**src/rtl/tdc_pkg.sv**
```systemverilog
// tdc_pkg: shared state type, width helper and constants for the TDC fine-code averager
package tdc_pkg;
  typedef enum logic [1:0] {IDLE, ACCUM, DONE} state_t;
  localparam int OVR_W = 8;
  function automatic int acc_width(input int code_w, input int log2_avg);
    return code_w + log2_avg;
  endfunction
endpackage

```
**src/rtl/tdc_fine_averager_if.sv**
```systemverilog
// tdc_fine_averager_if: sample input, result output and handshake bundle of the fine-code averager
interface tdc_fine_averager_if import tdc_pkg::*; #(
  parameter int CODE_W = 5,
  parameter int ACC_W  = 9
);
  logic              start;
  logic [CODE_W-1:0] code_in;
  logic              code_vld;
  logic              busy;
  logic [ACC_W-1:0]  sum_out;
  logic [CODE_W-1:0] mean_out;
  logic [CODE_W-1:0] min_out;
  logic [CODE_W-1:0] max_out;
  logic              out_vld;
  logic              out_rdy;
  logic [OVR_W-1:0]  ovr_cnt;
  modport master (output start, code_in, code_vld, out_rdy,
                  input busy, sum_out, mean_out, min_out, max_out, out_vld, ovr_cnt);
  modport slave  (input start, code_in, code_vld, out_rdy,
                  output busy, sum_out, mean_out, min_out, max_out, out_vld, ovr_cnt);
endinterface

```
**src/rtl/tdc_minmax_tracker.sv**
```systemverilog
// tdc_minmax_tracker: running min/max registers with clear and update enables; exposes next values
module tdc_minmax_tracker #(
  parameter int W = 5
) (
  input  logic         clk,
  input  logic         rst,
  input  logic         clr,
  input  logic         upd,
  input  logic [W-1:0] val,
  output logic [W-1:0] min_d,
  output logic [W-1:0] max_d
);
  logic [W-1:0] min_q, max_q;
  // next min/max: clear wins over update
  always_comb begin
    min_d = clr ? '1 : (upd && val < min_q) ? val : min_q;
    max_d = clr ? '0 : (upd && val > max_q) ? val : max_q;
  end
  // tracker registers
  always_ff @(posedge clk) begin
    min_q <= rst ? '1 : min_d;
    max_q <= rst ? '0 : max_d;
  end
endmodule

```
**src/rtl/tdc_fine_averager.sv**
```systemverilog
// tdc_fine_averager: accumulates 2^LOG2_AVG fine codes, reports sum/rounded mean/min/max; TDC_AVG_OVERRANGE_EN discards codes above MAX_CODE
module tdc_fine_averager import tdc_pkg::*; #(
  parameter int CODE_W   = 5,
  parameter int LOG2_AVG = 4,
  parameter int MAX_CODE = 16,
  parameter int ACC_W    = acc_width(CODE_W, LOG2_AVG)
) (
  input logic                clk,
  input logic                rst,
  tdc_fine_averager_if.slave bus
);
  localparam int N = 1 << LOG2_AVG;
  localparam int CNT_W = LOG2_AVG + 1;
`ifdef TDC_AVG_OVERRANGE_EN
  localparam bit OVR_EN = 1'b1;
`else
  localparam bit OVR_EN = 1'b0;
`endif
  state_t             state_q, state_d;
  logic [ACC_W-1:0]   acc_q, acc_d, acc_nx, sum_q, sum_d;
  logic [CNT_W-1:0]   cnt_q, cnt_d;
  logic [CODE_W-1:0]  mean_q, mean_d, min_q, min_d, max_q, max_d, trk_min, trk_max;
  logic [OVR_W-1:0]   ovr_q, ovr_d;
  logic               go, ovr, take, last;
  assign go     = state_q == IDLE && bus.start;
  assign ovr    = OVR_EN && state_q == ACCUM && bus.code_vld && int'(bus.code_in) > MAX_CODE;
  assign take   = state_q == ACCUM && bus.code_vld && !ovr;
  assign last   = take && cnt_q == CNT_W'(N - 1);
  assign acc_nx = acc_q + ACC_W'(bus.code_in);
  tdc_minmax_tracker #(.W(CODE_W)) u_trk (
    .clk   (clk),
    .rst   (rst),
    .clr   (go),
    .upd   (take),
    .val   (bus.code_in),
    .min_d (trk_min),
    .max_d (trk_max)
  );
  // FSM next state, accumulation and result capture on the edge taking the final sample
  always_comb begin
    state_d = go ? ACCUM : last ? DONE : (state_q == DONE && bus.out_rdy) ? IDLE : state_q;
    acc_d   = go ? '0 : take ? acc_nx : acc_q;
    cnt_d   = go ? '0 : take ? cnt_q + CNT_W'(1) : cnt_q;
    sum_d   = last ? acc_nx : sum_q;
    mean_d  = last ? CODE_W'((acc_nx + ACC_W'(N / 2)) >> LOG2_AVG) : mean_q;
    min_d   = last ? trk_min : min_q;
    max_d   = last ? trk_max : max_q;
    ovr_d   = go ? '0 : (ovr && ovr_q != '1) ? ovr_q + OVR_W'(1) : ovr_q;
  end
  // state and result registers
  always_ff @(posedge clk) begin
    if (rst) begin
      state_q <= IDLE;
      acc_q   <= '0;
      cnt_q   <= '0;
      sum_q   <= '0;
      mean_q  <= '0;
      min_q   <= '0;
      max_q   <= '0;
      ovr_q   <= '0;
    end else begin
      state_q <= state_d;
      acc_q   <= acc_d;
      cnt_q   <= cnt_d;
      sum_q   <= sum_d;
      mean_q  <= mean_d;
      min_q   <= min_d;
      max_q   <= max_d;
      ovr_q   <= ovr_d;
    end
  end
  assign bus.busy     = state_q != IDLE;
  assign bus.out_vld  = state_q == DONE;
  assign bus.sum_out  = sum_q;
  assign bus.mean_out = mean_q;
  assign bus.min_out  = min_q;
  assign bus.max_out  = max_q;
  assign bus.ovr_cnt  = ovr_q;
endmodule

```
**src/flat_wrapper.sv**
```systemverilog
// flat-port wrapper written by rule: the top's interface ports become plain ports
module tdc_fine_averager_flat import tdc_pkg::*;
#(
  parameter int CODE_W   = 5,
  parameter int LOG2_AVG = 4,
  parameter int MAX_CODE = 16,
  parameter int ACC_W    = acc_width(CODE_W, LOG2_AVG)
)
  (clk, rst, bus_start, bus_code_in, bus_code_vld, bus_out_rdy, bus_busy, bus_sum_out, bus_mean_out, bus_min_out, bus_max_out, bus_out_vld, bus_ovr_cnt);
  tdc_fine_averager_if #(.CODE_W(CODE_W), .ACC_W(ACC_W)) bus_i ();
  input logic clk;
  input logic rst;
  input wire logic [$bits(bus_i.start)-1:0] bus_start;
  input wire logic [$bits(bus_i.code_in)-1:0] bus_code_in;
  input wire logic [$bits(bus_i.code_vld)-1:0] bus_code_vld;
  input wire logic [$bits(bus_i.out_rdy)-1:0] bus_out_rdy;
  output wire logic [$bits(bus_i.busy)-1:0] bus_busy;
  output wire logic [$bits(bus_i.sum_out)-1:0] bus_sum_out;
  output wire logic [$bits(bus_i.mean_out)-1:0] bus_mean_out;
  output wire logic [$bits(bus_i.min_out)-1:0] bus_min_out;
  output wire logic [$bits(bus_i.max_out)-1:0] bus_max_out;
  output wire logic [$bits(bus_i.out_vld)-1:0] bus_out_vld;
  output wire logic [$bits(bus_i.ovr_cnt)-1:0] bus_ovr_cnt;
  assign bus_i.start = bus_start;
  assign bus_i.code_in = bus_code_in;
  assign bus_i.code_vld = bus_code_vld;
  assign bus_i.out_rdy = bus_out_rdy;
  assign bus_busy = bus_i.busy;
  assign bus_sum_out = bus_i.sum_out;
  assign bus_mean_out = bus_i.mean_out;
  assign bus_min_out = bus_i.min_out;
  assign bus_max_out = bus_i.max_out;
  assign bus_out_vld = bus_i.out_vld;
  assign bus_ovr_cnt = bus_i.ovr_cnt;
  tdc_fine_averager #(.CODE_W(CODE_W), .LOG2_AVG(LOG2_AVG), .MAX_CODE(MAX_CODE), .ACC_W(ACC_W)) u_core (.clk(clk), .rst(rst), .bus(bus_i));
endmodule
```
**config.mk**
```make
export PLATFORM = sky130hd
export DESIGN_NAME = tdc_fine_averager_flat
export DESIGN_NICKNAME = d
export VERILOG_FILES = /design/src/rtl/tdc_pkg.sv /design/src/rtl/tdc_fine_averager_if.sv /design/src/rtl/tdc_minmax_tracker.sv /design/src/rtl/tdc_fine_averager.sv /design/src/flat_wrapper.sv
export SDC_FILE = /design/constraint.sdc
export NUM_CORES = 1
export LEC_CHECK = 0
export CORE_ASPECT_RATIO = 1.25
export CORE_MARGIN = 3
export CORE_UTILIZATION = 55
export CTS_BUF_LIST = sky130_fd_sc_hd__clkbuf_8
export CTS_CLUSTER_DIAMETER = 100
export DETAILED_ROUTE_END_ITERATION = 6
export GPL_TIMING_DRIVEN = 0
export PLACE_DENSITY = 0.82
export SKIP_LAST_GASP = 1
export SLEW_MARGIN = 40
export SYNTH_ARGS = -nofsm -noshare
export SYNTH_HDL_FRONTEND = slang
export SYNTH_SLANG_ARGS = --single-unit
export TNS_END_PERCENT = 5
```
**constraint.sdc**
```tcl
create_clock -name clk -period 3.4 [get_ports clk]
set_input_delay 0.68 -clock clk [delete_from_list [all_inputs] [get_ports clk]]
set_output_delay 0.68 -clock clk [all_outputs]
set_load 0.005 [all_outputs]
```
==> impl_metrics.yaml, run 1 <==
timing:
  min_period_ns: 3.168
  fmax_mhz: 315.7
  drv_slew: 0
  setup_viol: 0
  hold_violations: 0
  relSlewSlack_pct: 53.95
  fin_skew_ns: 0.01189
  worstMarginPinSlew_ns: 0.6877
  period_share_pct: 93.17
  fin_ws_ns: 0.2321
  tns_ns: 0
  rsz0062_at_grt: "no"
drt:
  drt-pass1-iter-count: 4
  ant_nets: 0
  vias_per_cell: 5.535
  drt_iter0_markers: 159
  vias: 2286
  wl_per_cell_um: 14.78
  wirelength_mm: 6.104
  drc_errors: 0
setup_path:
  worstPathRequired_ns: 3.66
  start_kind: "input pin"
  reg2reg_depth: 8
  r2r_slack_ns: 0.87
  timing.rr.end: "u_core.bus.mean_out[4]"
  cp.arrival_ns: 3.43
  path_max_fanout: 5
  r2r_start: "u_core.acc_q[0]"
  startpoint: "bus_code_in[0]"
  endpoint_kind: "flip-flop"
  crit_end: "u_core.bus.mean_out[4]"
  critPathKind: "input pin to flip-flop"
power_and_ir_drop:
  peakVddDrop_v: 0.0002383
  power_frac_seq_pct: 50.9
  p_sw_uw: 300.3
  switching_share_pct: 25.64
  p_leak_nw: 1.297
  p_per_area_nw_per_um2: 369.4
  p_comb_share_pct: 12.4
  power_frac_clock_pct: 36.7
  p_int_uw: 870.9
clock_tree:
  clock_sinks: 50
  cts_tree: "built"
  clk-insertion-delay-late_ns: 0.31
  cts_buffer_depth: 2
  hold_buffers: 0
  path_clk_slew_ns: 0.10
  cts_resized: 0
  cts_buffers: 5
  root_buffer: "clkbuf_8"
  cts_htree_levels: 2
  post_cts_buffers: 0
layout:
  area_growth_pct: 21.59
  n_antenna_cell: 0
  fillers: 380
  drive_gt1_share_pct: 8.451
  final_nets: 382
  layout_common_cells: "dfxtp_1 (50), nand2_1 (35), clkdlybuf4s50_1 (35)"
  final_util_pct: 70.57
  final_common_cell: "dfxtp_1"
synthesis:
  async_flop_share_pct: 0
  ys_seq_area_share_pct: 38.39
  yosys_warnings: 0
  syn_area_per_cell_um2: 8.549
  ys_dominant_reg_cell: "dfxtp_1"
  synth-edff-count: 0
  synth_cell_types: 43
  synthCells: 305
  syn_area_um2: 2608
  synth_seq_cells: 50
global_route:
  grtUsageTotal_pct: 22.90
  grt_start_max_net_pins: 17
  grt_overflow: 0
  antenna_found_initial: 0
  grt_pass1_vias: 2127
  grt_pass1_wl_mm: 9.942
place:
  io_buffers: 35
  dp_hpwl_mm: 4.500
  place.gp.congestion: 0.8359
  place_ws_ns: 0.02745
run_status:
  status: "finished clean"
floorplanning:
  initial_core_util_pct: 58.03
  rows: 27
  core-area_um2: 4493
  die_area_um2: 5608
  io_pins: 44
  die_w_um: 67.59
  die_h_um: 82.98
run:
  maxCapViolations: 0
worst_hold_path:
  min-delay-path-class: "flip-flop to flip-flop"
worst min-delay path by stage:
stage / from / to / slack [ns] / cells past startpoint
floorplan: u_core.acc_q[0] / u_core.acc_q[0] / 0.44 / 2
global route: u_core.bus.sum_out[5] / u_core.bus.sum_out[5] / 0.48 / 2
global placement: u_core.bus.mean_out[3] / u_core.bus.mean_out[3] / 0.44 / 2
detailed placement: u_core.bus.sum_out[3] / u_core.bus.sum_out[3] / 0.45 / 2
CTS: u_core.bus.mean_out[3] / u_core.bus.mean_out[3] / 0.46 / 2
finish: u_core.bus.sum_out[5] / u_core.bus.sum_out[5] / 0.46 / 2
sequential cells by signal (all words and copies together), names as in the netlist:
name	count
u_core.acc_q	9
u_core.bus.max_out	5
u_core.bus.min_out	5
u_core.bus.sum_out	9
u_core.u_trk.min_q	5
u_core.u_trk.max_q	5
u_core.state_q	2
u_core.bus.mean_out	5
u_core.cnt_q	5
layout make-up:
type	instances	area [um2]	area share (%)
Multi-Input combinational cell	222	1431	45.15
Sequential cell	50	1001	31.57
Timing Repair Buffer	35	350.3	11.05
Buffer	27	152.6	4.815
Tap cell	58	72.57	2.289
Clock buffer	5	68.82	2.170
Inverter	13	48.80	1.539
Clock inverter	3	45.04	1.421
power groups by stage:
stage	logic, mW	clock network (mW)	registers (mW)
after global placement	0.137	0	0.610
after global routing	0.160	0.450	0.598
final	0.145	0.430	0.597
after floorplan	0.0977	0	0.609
after detailed placement	0.141	0	0.610
after CTS	0.144	0.436	0.597
synthesized netlist by cell type (all sizes together), types with 3 or more instances:
| library cell | count | area, um2 |
|---|---|---|
| a21o | 5 | 37.54 |
| nand4 | 4 | 25.02 |
| mux2i | 11 | 110.1 |
| a21oi | 25 | 128.9 |
| a211oi | 11 | 82.58 |
| nand2 | 35 | 131.4 |
| ha | 17 | 212.7 |
| a41oi | 5 | 43.79 |
| and3 | 3 | 23.77 |
| xnor2 | 8 | 70.07 |
| o21bai | 6 | 45.04 |
| nor3 | 7 | 35.03 |
| nor2 | 31 | 116.4 |
| a31oi | 4 | 25.02 |
| buf | 16 | 111.4 |
| and2 | 3 | 18.77 |
| dfxtp | 50 | 1001 |
| clkbuf | 11 | 41.29 |
| xor2 | 7 | 61.31 |
| inv | 13 | 48.80 |
| o21ai | 5 | 25.02 |
| nand3 | 7 | 35.03 |
critical path, cell delays in order:
cell             delay (ns)
clkdlybuf4s50_1        0.51
ha_1                   0.30
fa_1                   0.43
a21o_1                 0.20
a21oi_1                0.28
xnor2_1                0.23
and4_4                 0.23
or4_1                  0.48
nand3_1                0.09
cells by family after synthesis:
| family | count (synthesis) | synth area share (%) |
|---|---|---|
| flip-flops | 50 | 38.39 |
| adder cells (fa/ha/maj) | 18 | 8.925 |
| other | 1 | 0.1438 |
| buffers and inverters | 40 | 7.725 |
| AO/OA/AOI/OAI | 70 | 17.95 |
| AND/OR/NAND/NOR | 100 | 17.61 |
| XOR/XNOR | 15 | 5.039 |
| multiplexers | 11 | 4.223 |
metal layers:
layer	up-vias	wire length, um	track usage, %
met4	0	138	8.856
met2	70	3176	40.04
met1	1067	2525	26.98
li1	1136	-	-
met3	13	262	3.518
met5	-	0	0
per-stage QoR:
stage / instance area, um2 / cells / power, mW / hold slack [ns]
2_1_floorplan: 2634 / 312 / 0.7070 / 0.4400
3_3_place_gp: 3057 / 405 / 0.7466 / 0.4426
3_5_place_dp: 3057 / 405 / 0.7516 / 0.4500
4_1_cts: 3171 / 413 / 1.176 / 0.4614
5_1_grt: 3171 / 413 / 1.208 / 0.4844
6_report: 3171 / 413 / 1.171 / 0.4592
Power figures use the tool's default switching activity.
==> run 2, diff against run 1 <==
--- a/config.mk
+++ b/config.mk
@@ -12,7 +12,7 @@
 export CTS_CLUSTER_DIAMETER = 100
 export DETAILED_ROUTE_END_ITERATION = 6
 export GPL_TIMING_DRIVEN = 0
-export PLACE_DENSITY = 0.82
+export PLACE_DENSITY = 0.83
 export SKIP_LAST_GASP = 1
 export SLEW_MARGIN = 40
 export SYNTH_ARGS = -nofsm -noshare
==> run 2 against run 1 <==
Net effect: setup slack gained 0.041 ns; power decreased by 5.8%; via count up 1.0%; clock-buffer cell count is the same; die area is the same; largest power group unchanged.
==> impl_metrics.yaml, run 2 (synthesized netlist as in run 1, its figures left out) <==
run_status:
  status: "finished clean"
floorplanning:
  die_area_um2: 5608
  initial_core_util_pct: 58.03
  core-area_um2: 4493
  io_pins: 44
  rows: 27
  die_w_um: 67.59
  die_h_um: 82.98
place:
  io_buffers: 35
  dp.cells: 405
  place.gp.congestion: 0.8627
  dp_hpwl_mm: 4.555
power_and_ir_drop:
  power_frac_seq_pct: 54.1
  power_mw: 1.104
  peakVddDrop_v: 0.0002569
  p_comb_share_pct: 13.0
  p_sw_uw: 303.0
  power_frac_clock_pct: 32.9
  switching_share_pct: 27.45
  p_int_uw: 800.6
  p_per_area_nw_per_um2: 350.3
  p_leak_nw: 1.291
clock_tree:
  clk-insertion-delay-late_ns: 0.31
  clock_sinks: 50
  cts_buffers: 5
  cts_resized: 0
  cts_tree: "built"
  path_clk_slew_ns: 0.10
  post_cts_buffers: 0
  cts_htree_levels: 2
  cts_buffer_depth: 2
  hold_buffers: 0
  root_buffer: "clkbuf_8"
timing:
  holdWs_ns: 0.4608
  fmax_mhz: 319.8
  period_share_pct: 91.97
  hold_violations: 0
  min_period_ns: 3.127
  drv_slew: 0
  relSlewSlack_pct: 55.56
  rsz0062_at_grt: "no"
  worstMarginPinSlew_ns: 0.6637
  fin_skew_ns: 0.01312
  tns_ns: 0
  setup_viol: 0
drt:
  drt-pass1-iter-count: 4
  vias_per_cell: 5.591
  vias: 2309
  drt_iter0_markers: 124
  drc_errors: 0
  wirelength_mm: 6.008
  ant_nets: 0
  wl_per_cell_um: 14.55
setup_path:
  start_kind: "input pin"
  critPathKind: "input pin to flip-flop"
  path_cells: "clkdlybuf4s50_1 -> ha_1 -> fa_1 -> a21o_1 -> a21oi_1 -> xnor2_1 -> ha_1 -> a31o_2 -> nand3_1 -> a21oi_1"
  crit_family: "adder cells"
  crit_buf_inv: 1
  path_max_fanout: 5
  endpoint_kind: "flip-flop"
  cp_slowest_stage_delay_ns: 0.52
  worstPathRequired_ns: 3.64
  cp.arrival_ns: 3.37
  slowest_stage: "clkdlybuf4s50_1"
global_route:
  grtUsageTotal_pct: 22.16
  grt_overflow: 0
  grt_pass1_wl_mm: 9.715
  grt_pass1_vias: 2115
  antenna_found_initial: 0
  grt_start_max_net_pins: 18
layout:
  final_nets: 382
  final_common_cell: "dfxtp_1"
  drive_gt1_share_pct: 8.451
  fin_cells: 413
  layout_common_cells: "dfxtp_1 (50), nand2_1 (35), clkdlybuf4s50_1 (35)"
  n_antenna_cell: 0
  area_growth_pct: 20.83
run:
  maxCapViolations: 0
worst_hold_path:
  min-delay-path-class: "flip-flop to flip-flop"
## run 2: cell types whose count changed in the layout (fill, tap and decap cells not counted), sizes merged
cell	before	now
inv	13	14
clkinvlp	2	1
clkinv	0	1
bufinv	1	0
## run 2: worst reg2reg max path: cells and delay by family (launching register included)
family / cells / cell delay, ns
simple gates: 1 / 0.07
fa+ha+maj: 3 / 0.94
compound gates: 4 / 0.79
flops: 1 / 0.33
xor+xnor: 1 / 0.28
## run 2: routing by layer
metal	track usage, %	part of all wire [%]	vias to the layer above	routed length [um]
met5	0	0	-	0
met3	4.736	4.0	9	241
met2	37.47	52	55	3126
met4	7.565	1.5	0	91
met1	26.93	42	1104	2548
li1	-	-	1141	-
## run 2: layout make-up
| cell class | instances | area (um2) |
|---|---|---|
| fillers | 367 | 1343 |
| flip-flops and latches | 50 | 1001 |
| clock buffers | 5 | 68.82 |
| multi-input cells | 222 | 1431 |
| inverters | 13 | 48.80 |
| plain buffers | 27 | 152.6 |
| well taps | 58 | 72.57 |
| clock inverters | 3 | 25.02 |
| repair buffers | 35 | 350.3 |
## run 2: worst paths after layout
check,start,to,slack (ns),depth (start not counted)
setup / recovery,bus_code_in[0],u_core.bus.mean_out[3],0.27,10
hold / removal,u_core.bus.sum_out[1],u_core.bus.sum_out[1],0.46,2
setup reg to reg,u_core.acc_q[0],u_core.bus.mean_out[3],0.92,9
hold reg to reg,u_core.bus.sum_out[1],u_core.bus.sum_out[1],0.46,2
## run 2: power groups by stage
stage	combinational (mW)	sequential, mW	clock, mW
after floorplan	0.0977	0.609	0
after global placement	0.136	0.610	0
after detailed placement	0.140	0.610	0
after CTS	0.142	0.597	0.367
after global routing	0.158	0.598	0.389
final	0.143	0.597	0.363
## run 2: stage by stage
stage | setup WS [ns] | utilization, % | area, um2
after floorplan | 0.7747 | - | 2634
after global placement | 0.05085 | 68.03 | 3057
after detailed placement | 0.003442 | 68.03 | 3057
after CTS | 0.3279 | 70.12 | 3151
after global routing | 0.1205 | 70.12 | 3151
final | 0.2731 | 70.12 | 3151
==> run 3, diff against run 2 <==
--- a/config.mk
+++ b/config.mk
@@ -5,6 +5,7 @@
 export SDC_FILE = /design/constraint.sdc
 export NUM_CORES = 1
 export LEC_CHECK = 0
+export CAP_MARGIN = 10
 export CORE_ASPECT_RATIO = 1.25
 export CORE_MARGIN = 3
 export CORE_UTILIZATION = 55
==> results of run 3 <==
Same layout as run 2: the final DEF is identical, and so are final timing and power.
